$ cat src/rtl/sad_err_monitor_pkg.sv
// Shared types and default widths for the SAD response-side evaluation blocks.
package sad_eval_pkg;
    typedef enum logic [1:0] {
        IDLE = 2'd0,
        RUN  = 2'd1,
        DONE = 2'd2
    } state_e;

    localparam int DEF_OUT_W = 3;
    localparam int DEF_CNT_W = 16;
endpackage

$ cat src/rtl/sad_err_monitor_if.sv
// Control, sample-pair and result bundle between the evaluation driver and the error monitor.
interface sad_err_monitor_if
    import sad_eval_pkg::*;
#(
    parameter int OUT_W = DEF_OUT_W,
    parameter int CNT_W = DEF_CNT_W,
    parameter int SUM_W = CNT_W + OUT_W
);
    logic             start;
    logic [CNT_W-1:0] num_samples;
    logic             in_valid;
    logic             in_ready;
    logic [OUT_W-1:0] exact;
    logic [OUT_W-1:0] approx;
    logic             busy;
    logic             done;
    logic [CNT_W-1:0] sample_count;
    logic [CNT_W-1:0] err_count;
    logic [SUM_W-1:0] err_sum;
    logic [OUT_W-1:0] err_max;

    modport master (
        output start, num_samples, in_valid, exact, approx,
        input  in_ready, busy, done, sample_count, err_count, err_sum, err_max
    );

    modport slave (
        input  start, num_samples, in_valid, exact, approx,
        output in_ready, busy, done, sample_count, err_count, err_sum, err_max
    );
endinterface

$ cat src/rtl/sad_err_monitor_abs_diff.sv
// Combinational unsigned |a - b|; also used by the stimulus-side exhaustive checker.
module sad_abs_diff #(
    parameter int OUT_W = 3
) (
    input  logic [OUT_W-1:0] a,
    input  logic [OUT_W-1:0] b,
    output logic [OUT_W-1:0] y
);
    logic [OUT_W:0] raw;
    logic [OUT_W:0] mag;

    // The extra MSB is the borrow; when set the raw difference is negated.
    assign raw = {1'b0, a} - {1'b0, b};
    assign mag = raw[OUT_W] ? (~raw + {{OUT_W{1'b0}}, 1'b1}) : raw;
    assign y   = mag[OUT_W-1:0];
endmodule

$ cat src/rtl/sad_err_monitor.sv
// Accumulates mismatch count, error sum and worst-case error over a programmed run of pairs.
module sad_err_monitor
    import sad_eval_pkg::*;
#(
    parameter int OUT_W = DEF_OUT_W,
    parameter int CNT_W = DEF_CNT_W,
    parameter int SUM_W = CNT_W + OUT_W
) (
    input  logic              clk,
    input  logic              rst,
    sad_err_monitor_if.slave  mon
);
    state_e           state_q, state_d;
    logic             busy_q, busy_d;
    logic             done_q, done_d;
    logic [CNT_W-1:0] num_q, num_d;
    logic [CNT_W-1:0] cnt_q, cnt_d;
    logic [CNT_W-1:0] errc_q, errc_d;
    logic [SUM_W-1:0] sum_q, sum_d;
    logic [OUT_W-1:0] max_q, max_d;
    logic [OUT_W-1:0] diff;
    logic             accept;

    sad_abs_diff #(.OUT_W(OUT_W)) u_abs_diff (
        .a (mon.exact),
        .b (mon.approx),
        .y (diff)
    );

    // in_ready is the registered busy flag, so accepts only happen in RUN.
    assign accept = busy_q && mon.in_valid;

    always_comb begin
        state_d = state_q;
        num_d   = num_q;
        cnt_d   = cnt_q;
        errc_d  = errc_q;
        sum_d   = sum_q;
        max_d   = max_q;
        case (state_q)
            IDLE: begin
                if (mon.start) begin
                    num_d   = mon.num_samples;
                    cnt_d   = '0;
                    errc_d  = '0;
                    sum_d   = '0;
                    max_d   = '0;
                    state_d = (mon.num_samples == '0) ? DONE : RUN;
                end
            end
            RUN: begin
                if (accept) begin
                    cnt_d  = cnt_q + CNT_W'(1);
                    errc_d = errc_q + CNT_W'(diff != '0);
                    sum_d  = sum_q + SUM_W'(diff);
                    max_d  = (diff > max_q) ? diff : max_q;
                    if (cnt_d == num_q) begin
                        state_d = DONE;
                    end
                end
            end
            DONE:    state_d = IDLE;
            default: state_d = IDLE;
        endcase
        busy_d = (state_d == RUN);
        done_d = (state_d == DONE);
    end

    always_ff @(posedge clk) begin
        if (rst) begin
            state_q <= IDLE;
            busy_q  <= 1'b0;
            done_q  <= 1'b0;
            num_q   <= '0;
            cnt_q   <= '0;
            errc_q  <= '0;
            sum_q   <= '0;
            max_q   <= '0;
        end else begin
            state_q <= state_d;
            busy_q  <= busy_d;
            done_q  <= done_d;
            num_q   <= num_d;
            cnt_q   <= cnt_d;
            errc_q  <= errc_d;
            sum_q   <= sum_d;
            max_q   <= max_d;
        end
    end

    assign mon.in_ready     = busy_q;
    assign mon.busy         = busy_q;
    assign mon.done         = done_q;
    assign mon.sample_count = cnt_q;
    assign mon.err_count    = errc_q;
    assign mon.err_sum      = sum_q;
    assign mon.err_max      = max_q;
endmodule

$ cat src/flat_wrapper.sv
// flat-port wrapper written by rule: the top's interface ports become plain ports
module sad_err_monitor_flat import sad_eval_pkg::*;
#(
    parameter int OUT_W = DEF_OUT_W,
    parameter int CNT_W = DEF_CNT_W,
    parameter int SUM_W = CNT_W + OUT_W
)
  (clk, rst, mon_start, mon_num_samples, mon_in_valid, mon_exact, mon_approx, mon_in_ready, mon_busy, mon_done, mon_sample_count, mon_err_count, mon_err_sum, mon_err_max);
  sad_err_monitor_if #(.OUT_W(OUT_W), .CNT_W(CNT_W), .SUM_W(SUM_W)) mon_i ();
  input  logic clk;
  input  logic rst;
  input wire logic [$bits(mon_i.start)-1:0] mon_start;
  input wire logic [$bits(mon_i.num_samples)-1:0] mon_num_samples;
  input wire logic [$bits(mon_i.in_valid)-1:0] mon_in_valid;
  input wire logic [$bits(mon_i.exact)-1:0] mon_exact;
  input wire logic [$bits(mon_i.approx)-1:0] mon_approx;
  output wire logic [$bits(mon_i.in_ready)-1:0] mon_in_ready;
  output wire logic [$bits(mon_i.busy)-1:0] mon_busy;
  output wire logic [$bits(mon_i.done)-1:0] mon_done;
  output wire logic [$bits(mon_i.sample_count)-1:0] mon_sample_count;
  output wire logic [$bits(mon_i.err_count)-1:0] mon_err_count;
  output wire logic [$bits(mon_i.err_sum)-1:0] mon_err_sum;
  output wire logic [$bits(mon_i.err_max)-1:0] mon_err_max;
  assign mon_i.start = mon_start;
  assign mon_i.num_samples = mon_num_samples;
  assign mon_i.in_valid = mon_in_valid;
  assign mon_i.exact = mon_exact;
  assign mon_i.approx = mon_approx;
  assign mon_in_ready = mon_i.in_ready;
  assign mon_busy = mon_i.busy;
  assign mon_done = mon_i.done;
  assign mon_sample_count = mon_i.sample_count;
  assign mon_err_count = mon_i.err_count;
  assign mon_err_sum = mon_i.err_sum;
  assign mon_err_max = mon_i.err_max;
  sad_err_monitor #(.OUT_W(OUT_W), .CNT_W(CNT_W), .SUM_W(SUM_W)) u_core (.clk(clk), .rst(rst), .mon(mon_i));
endmodule
$ cat config.mk
export PLATFORM = sky130hd
export DESIGN_NAME = sad_err_monitor_flat
export DESIGN_NICKNAME = d
export VERILOG_FILES = /design/src/rtl/sad_err_monitor_pkg.sv /design/src/rtl/sad_err_monitor_if.sv /design/src/rtl/sad_err_monitor_abs_diff.sv /design/src/rtl/sad_err_monitor.sv /design/src/flat_wrapper.sv
export SDC_FILE = /design/constraint.sdc
export NUM_CORES = 1
export LEC_CHECK = 0
export ABC_AREA = 0
export CAP_MARGIN = 25
export CORE_ASPECT_RATIO = 0.5
export CORE_UTILIZATION = 50
export CTS_BUF_LIST = sky130_fd_sc_hd__clkbuf_4
export DETAILED_ROUTE_END_ITERATION = 8
export GPL_TIMING_DRIVEN = 0
export PLACE_DENSITY = 0.83
export SYNTH_ARGS = -nofsm -noshare
export SYNTH_HDL_FRONTEND = slang
export SYNTH_HIERARCHICAL = 1
export SYNTH_SLANG_ARGS = --single-unit
$ cat constraint.sdc
create_clock -name clk -period 8.38 [get_ports clk]
set_clock_uncertainty 0.1 [all_clocks]
set_input_delay 1.676 -clock clk [delete_from_list [all_inputs] [get_ports clk]]
set_output_delay 1.676 -clock clk [all_outputs]
set_load 0.03 [all_outputs]
Word level (Yosys, flattened, before mapping). Cells that the tools add are included.

Word-level logic and storage cells: 48. Input bits: 26. Bits in registers: 74.

Muxes and demuxes: 18. $lt $le $gt $ge: 1. Add/sub/neg operators: 5. Reductions and logical operators: 8. Eq/ne operators: 7. Bitwise operators: 1.

Operators by type and width (count): $pmux W16 S2 (2); $mux W16 (3); $mux W19 (2); $pmux W19 S2 (1); $add A19 B3 Y19 (1); $add A16 B1 Y16 (1); $add A16 B1 Y16 const B (1); $eq A16 B16 Y1 (1); $logic_not A16 Y1 (1); $mux W3 (4); $mux W2 (4); $pmux W3 S2 (1); $eq A2 B1 Y1 const B (2); $ne A2 B1 Y1 const B (2); $pmux W2 S2 (1); $reduce_and A4 Y1 (1); $sub A3 B3 Y4 (1); $add A3 B1 Y3 const B (1); $gt A3 B3 Y1 (1); $not A3 Y3 (1); $reduce_and A3 Y1 (1); $reduce_bool A3 Y1 (1); $eq A2 B2 Y1 const B (1); $logic_not A2 Y1 (1); other kinds (4) (4).

Longest topological paths before layout.
Depth in word-level cells: 8. Gate-level depth with buffers: 15. Depth with buffers taken out: 15.

By module. Netlist, hierarchy kept.

Modules (own cells, without submodules): sad_err_monitor (instances 1, cells an instance 474, seq. area each 1481.4 sq um, area each 3817.4 sq um); sad_abs_diff (instances 1, cells an instance 19, seq. area each 0.0 sq um, area each 158.9 sq um).

Worst setup path after synthesis. No wires, ideal clock.

Path type: input port to flip-flop. Start: input mon_exact[0]. End: register u_core.sum_q[16] (netlist: u_core/mon.err_sum[16]). Buffers on the path: 0. Cell stages on the path: 15. Arrival time: 5017 ps. Path slack: 3135 ps. Cell sequence: inv_1 -> ha_1 -> fa_1 -> ha_1 -> or3b_1 -> o31ai_2 -> xor2_1 -> ha_1 -> a21oi_1 -> a2111oi_2 -> nand4_1 -> nor3_1 -> nand3_1 -> xor2_1 -> nor2_1.

Word-level cells in the longest chain between the ends: 7.

Ends and longest elaborated chain: start, declared (line flat_wrapper.sv:15) `input wire logic [$bits(mon_i.exact)-1:0] mon_exact;`; $sub A3 B3 Y4 * (line sad_err_monitor_abs_diff.sv:13) `assign raw = {1'b0, a} - {1'b0, b};`; $not A3 Y3 (line sad_err_monitor_abs_diff.sv:14) `assign mag = raw[OUT_W] ? (~raw + {{OUT_W{1'b0}}, 1'b1}) : raw;`; $add A3 B1 Y3 (line sad_err_monitor_abs_diff.sv:14); $mux W3 * (line sad_err_monitor_abs_diff.sv:14); net u_core.diff[2] (line sad_err_monitor.sv:21) `logic [OUT_W-1:0] diff;`; $add A19 B3 Y19 * (line sad_err_monitor.sv:55) `sum_d = sum_q + SUM_W'(diff);`; $mux W19 * (line sad_err_monitor.sv:52) `if (accept) begin`; $pmux W19 S2 * (line sad_err_monitor.sv:40) `case (state_q)`; end signal, assigned (line sad_err_monitor.sv:86) `sum_q <= sum_d;`; end, declared (line sad_err_monitor.sv:19) `logic [SUM_W-1:0] sum_q, sum_d;`.

Mark *: on every way through the listed nets, which the timed path passes. The rest lies on a longest branch. The select of a mux whose other input is x is not followed. A chain may end at the register's enable or synchronous reset.

Worst setup path in the final report.
Start: input mon_exact[0]. End: register u_core.sum_q[18] (netlist: u_core/mon.err_sum[18]).

Same word-level chain as after synthesis.

==> metrics <==
Initial DRC Count=268; period utilization=0.6827; # DRC=0; HP Class=reg -> reg; placed wire-length estimate=7.445 mm; Mapped Avg Cell Area=8.066 sq um; critical path arrival=5930 ps; site row count=22; Hold Startpoint=u_core/mon.err_max[1]; Die ar.=8335 sq um; Final WS setup=2659 ps; initial antenna violation count=0; post-cts hold buffer count=0; I/O Buffers=81; pin count of the biggest net entering global routing=13; Critical Path Source Type=primary input; CTS tree=done; Root Buffer Master=clkbuf_4; post-synth top area share=0.3726; fin cells=698; WL final=9.887 mm; Async S/R FF share, synth=0; number of global-route vias before repair=3374; Fmax=0.1748 GHz; synth top area cells=dfxtp_1 (37%), a21oi_1 (6.2%), nor2_1 (5.7%); clk slew on worst S/H paths=110 ps; grt ovf=0; peak supply drop=0.09369 mV; Filler cells=678; classification of the worst setup path=in -> reg; Cell Area, Synth=3976 sq um; Clk Latency, worst-skew pair=430 ps; fraction of layout cells with a size suffix above 1=0.05593; Post-CTS Setup Bufs=0; mux share of post-synthesis cell area=0.007867; Via density=5.560; unrepaired setup endpoints after global routing=false; Least-Margin Pin Slew=714.8 ps; xor and xnor area share after synthesis=0.09912; CTS sink cnt=74; htree depth=3; Post-synth EDFFs=0; Yosys reg bits=74; Yosys cell types=58; min cycle time layout=5721 ps; Final GP Congestion=0.9054; ANT cells=0; P_leak=1.798 nW; Total GRT Usage=0.2490; R2R Path Start=u_core/mon.sample_count[0]; Max-Cap Viols=0; status=finished clean; syn nets=534; CTS-repair resized insts=0; number of buffers created by CTS=9; Synth Flop Type=dfxtp_1; I/O pins=83; Simple-Gate Fraction of Synth Area=0.2703; worst path required time=8590 ps; via count=3881; Max clock buf depth=2; sequential area share after synthesis=0.3726; placed instance area=4922 sq um; setup violators final=0; CP Capture Type=flip-flop; core area=7515 sq um; antenna-violating nets left=0; post-synth top area cell=dfxtp_1; Die Wd=128.1 um; WL per Instance=14.16 um; first-pass GRT wire length=16.07 mm; Slew Viols, Final=0; first-pass iteration count of the detailed router=5; die height=65.06 um; design area=5079 sq um; CP startpoint=mon_exact[0]; Inst Count DP=682; post-synthesis adder-cell area fraction=0.05098; relative slew slack=0.5235; initial core utilization=0.5291; setup_tns=0 ps; pre-CTS WS=2177 ps; Ys Warns=6; Area Growth Syn to Fin=27.72%; final hold violation count=0; Synth Instances=493; maximum fanout along the worst path=5; compound-cell area share of the yosys netlist=0.1589; largest family of logic cells by synthesized area=simple AND/OR/NAND/NOR gates; Final nets=626; PD cells=140.7 nW/um^2
## cells by family (layout without fill, tap and decap cells)
group                      Yosys count  after routing
AOI/OAI and AO/OA                  104            104
xor gates and xnor gates            45             45
adders and majority gates           15             15
buffers and inverters               39            136
DFF                                 74             74
muxes                                3              3
and+or+nand+nor                    213            213
## layer usage
metal | vias to the layer above | GRT usage | wire length, um
li1 | 1919 | - | -
met1 | 1826 | 0.3100 | 4502
met2 | 127 | 0.4219 | 4634
met3 | 9 | 0.07349 | 684
met4 | 0 | 0.06618 | 66
met5 | - | 0 | 0
## worst max-delay path, cell delays in order
cell,delay [ps]
clkdlybuf4s50_1,450
inv_1,40
ha_1,220
fa_1,460
ha_1,220
or3b_1,380
o31ai_2,220
xor2_1,350
ha_1,230
a21oi_1,90
a2111oi_2,530
nand4_1,280
nor3_1,430
nand3_1,150
xor2_1,150
nor2_1,50
## final timing paths
kind | slack [ps] | cells past startpoint | end
max | 2660 | 16 | u_core/mon.err_sum[18]
min | 380 | 2 | u_core/mon.err_max[1]
max reg2reg | 5270 | 8 | u_core/state_q[0]
min reg2reg | 380 | 2 | u_core/mon.err_max[1]
## Yosys cell counts, drive strengths merged (2+ instances only)
library cell / n
o21ai: 18
nor4: 11
a21oi: 49
nand4: 16
a31o: 2
inv: 14
clkbuf: 18
and3: 6
mux2i: 2
xor2: 23
buf: 7
fa: 2
nand3: 22
nor3: 8
xnor2: 22
dfxtp: 74
o21a: 2
nand2: 55
o211ai: 4
a21o: 3
nor2: 60
a22oi: 7
a31oi: 6
nand2b: 8
ha: 13
a2111oi: 2
nor2b: 4
or3: 12
and2: 3
## placed cells by master, fill, tap and decap left out, drive strengths merged, types with 3 or more instances in the layout
master,n
a21o,3
a21oi,49
a22oi,7
a31oi,6
and2,3
and3,6
buf,7
clkbuf,28
clkdlybuf4s50,81
clkinv,3
dfxtp,74
ha,13
inv,14
nand2,55
nand2b,8
nand3,22
nand4,16
nor2,60
nor2b,4
nor3,8
nor4,11
o211ai,4
o21ai,18
or3,12
xnor2,22
xor2,23
## cell type report
type | instances | area, sq um | area share
plain buffers | 25 | 107.6 | 0.02119
flip-flops and latches | 74 | 1481 | 0.2917
clock buffers | 10 | 75.07 | 0.01478
multi-input cells | 380 | 2335 | 0.4597
well taps | 108 | 135.1 | 0.02661
inverters | 14 | 52.55 | 0.01035
clock inverters | 6 | 81.33 | 0.01601
repair buffers | 81 | 810.8 | 0.1596
## state kept, by name, summed over array words and instances, names as in the netlist
name                     flops
u_core/mon.err_sum          19
u_core/mon.err_count        16
u_core/mon.sample_count     16
u_core/num_q                16
u_core/mon.err_max           3
u_core/state_q               2
u_core/mon.busy              1
u_core/mon.done              1
## where the power goes
part           total (mW)  internal [mW]  switching, mW
Sequential          0.366          0.358        0.00714
Clock               0.246          0.122          0.124
Combinational       0.103         0.0444         0.0583
Total               0.714          0.525          0.189
## through the flow
| stage | utilization | power (mW) | hold WS (ps) |
|---|---|---|---|
| after floorplan | - | 0.4381 | 347.8 |
| after global placement | 0.6550 | 0.4714 | 360.2 |
| after detailed placement | 0.6550 | 0.4748 | 362.2 |
| after CTS | 0.6758 | 0.7201 | 379.2 |
| after global routing | 0.6758 | 0.7487 | 402.8 |
| final | 0.6758 | 0.7144 | 378.8 |
Note: power is estimated with default switching activity, not from simulation.
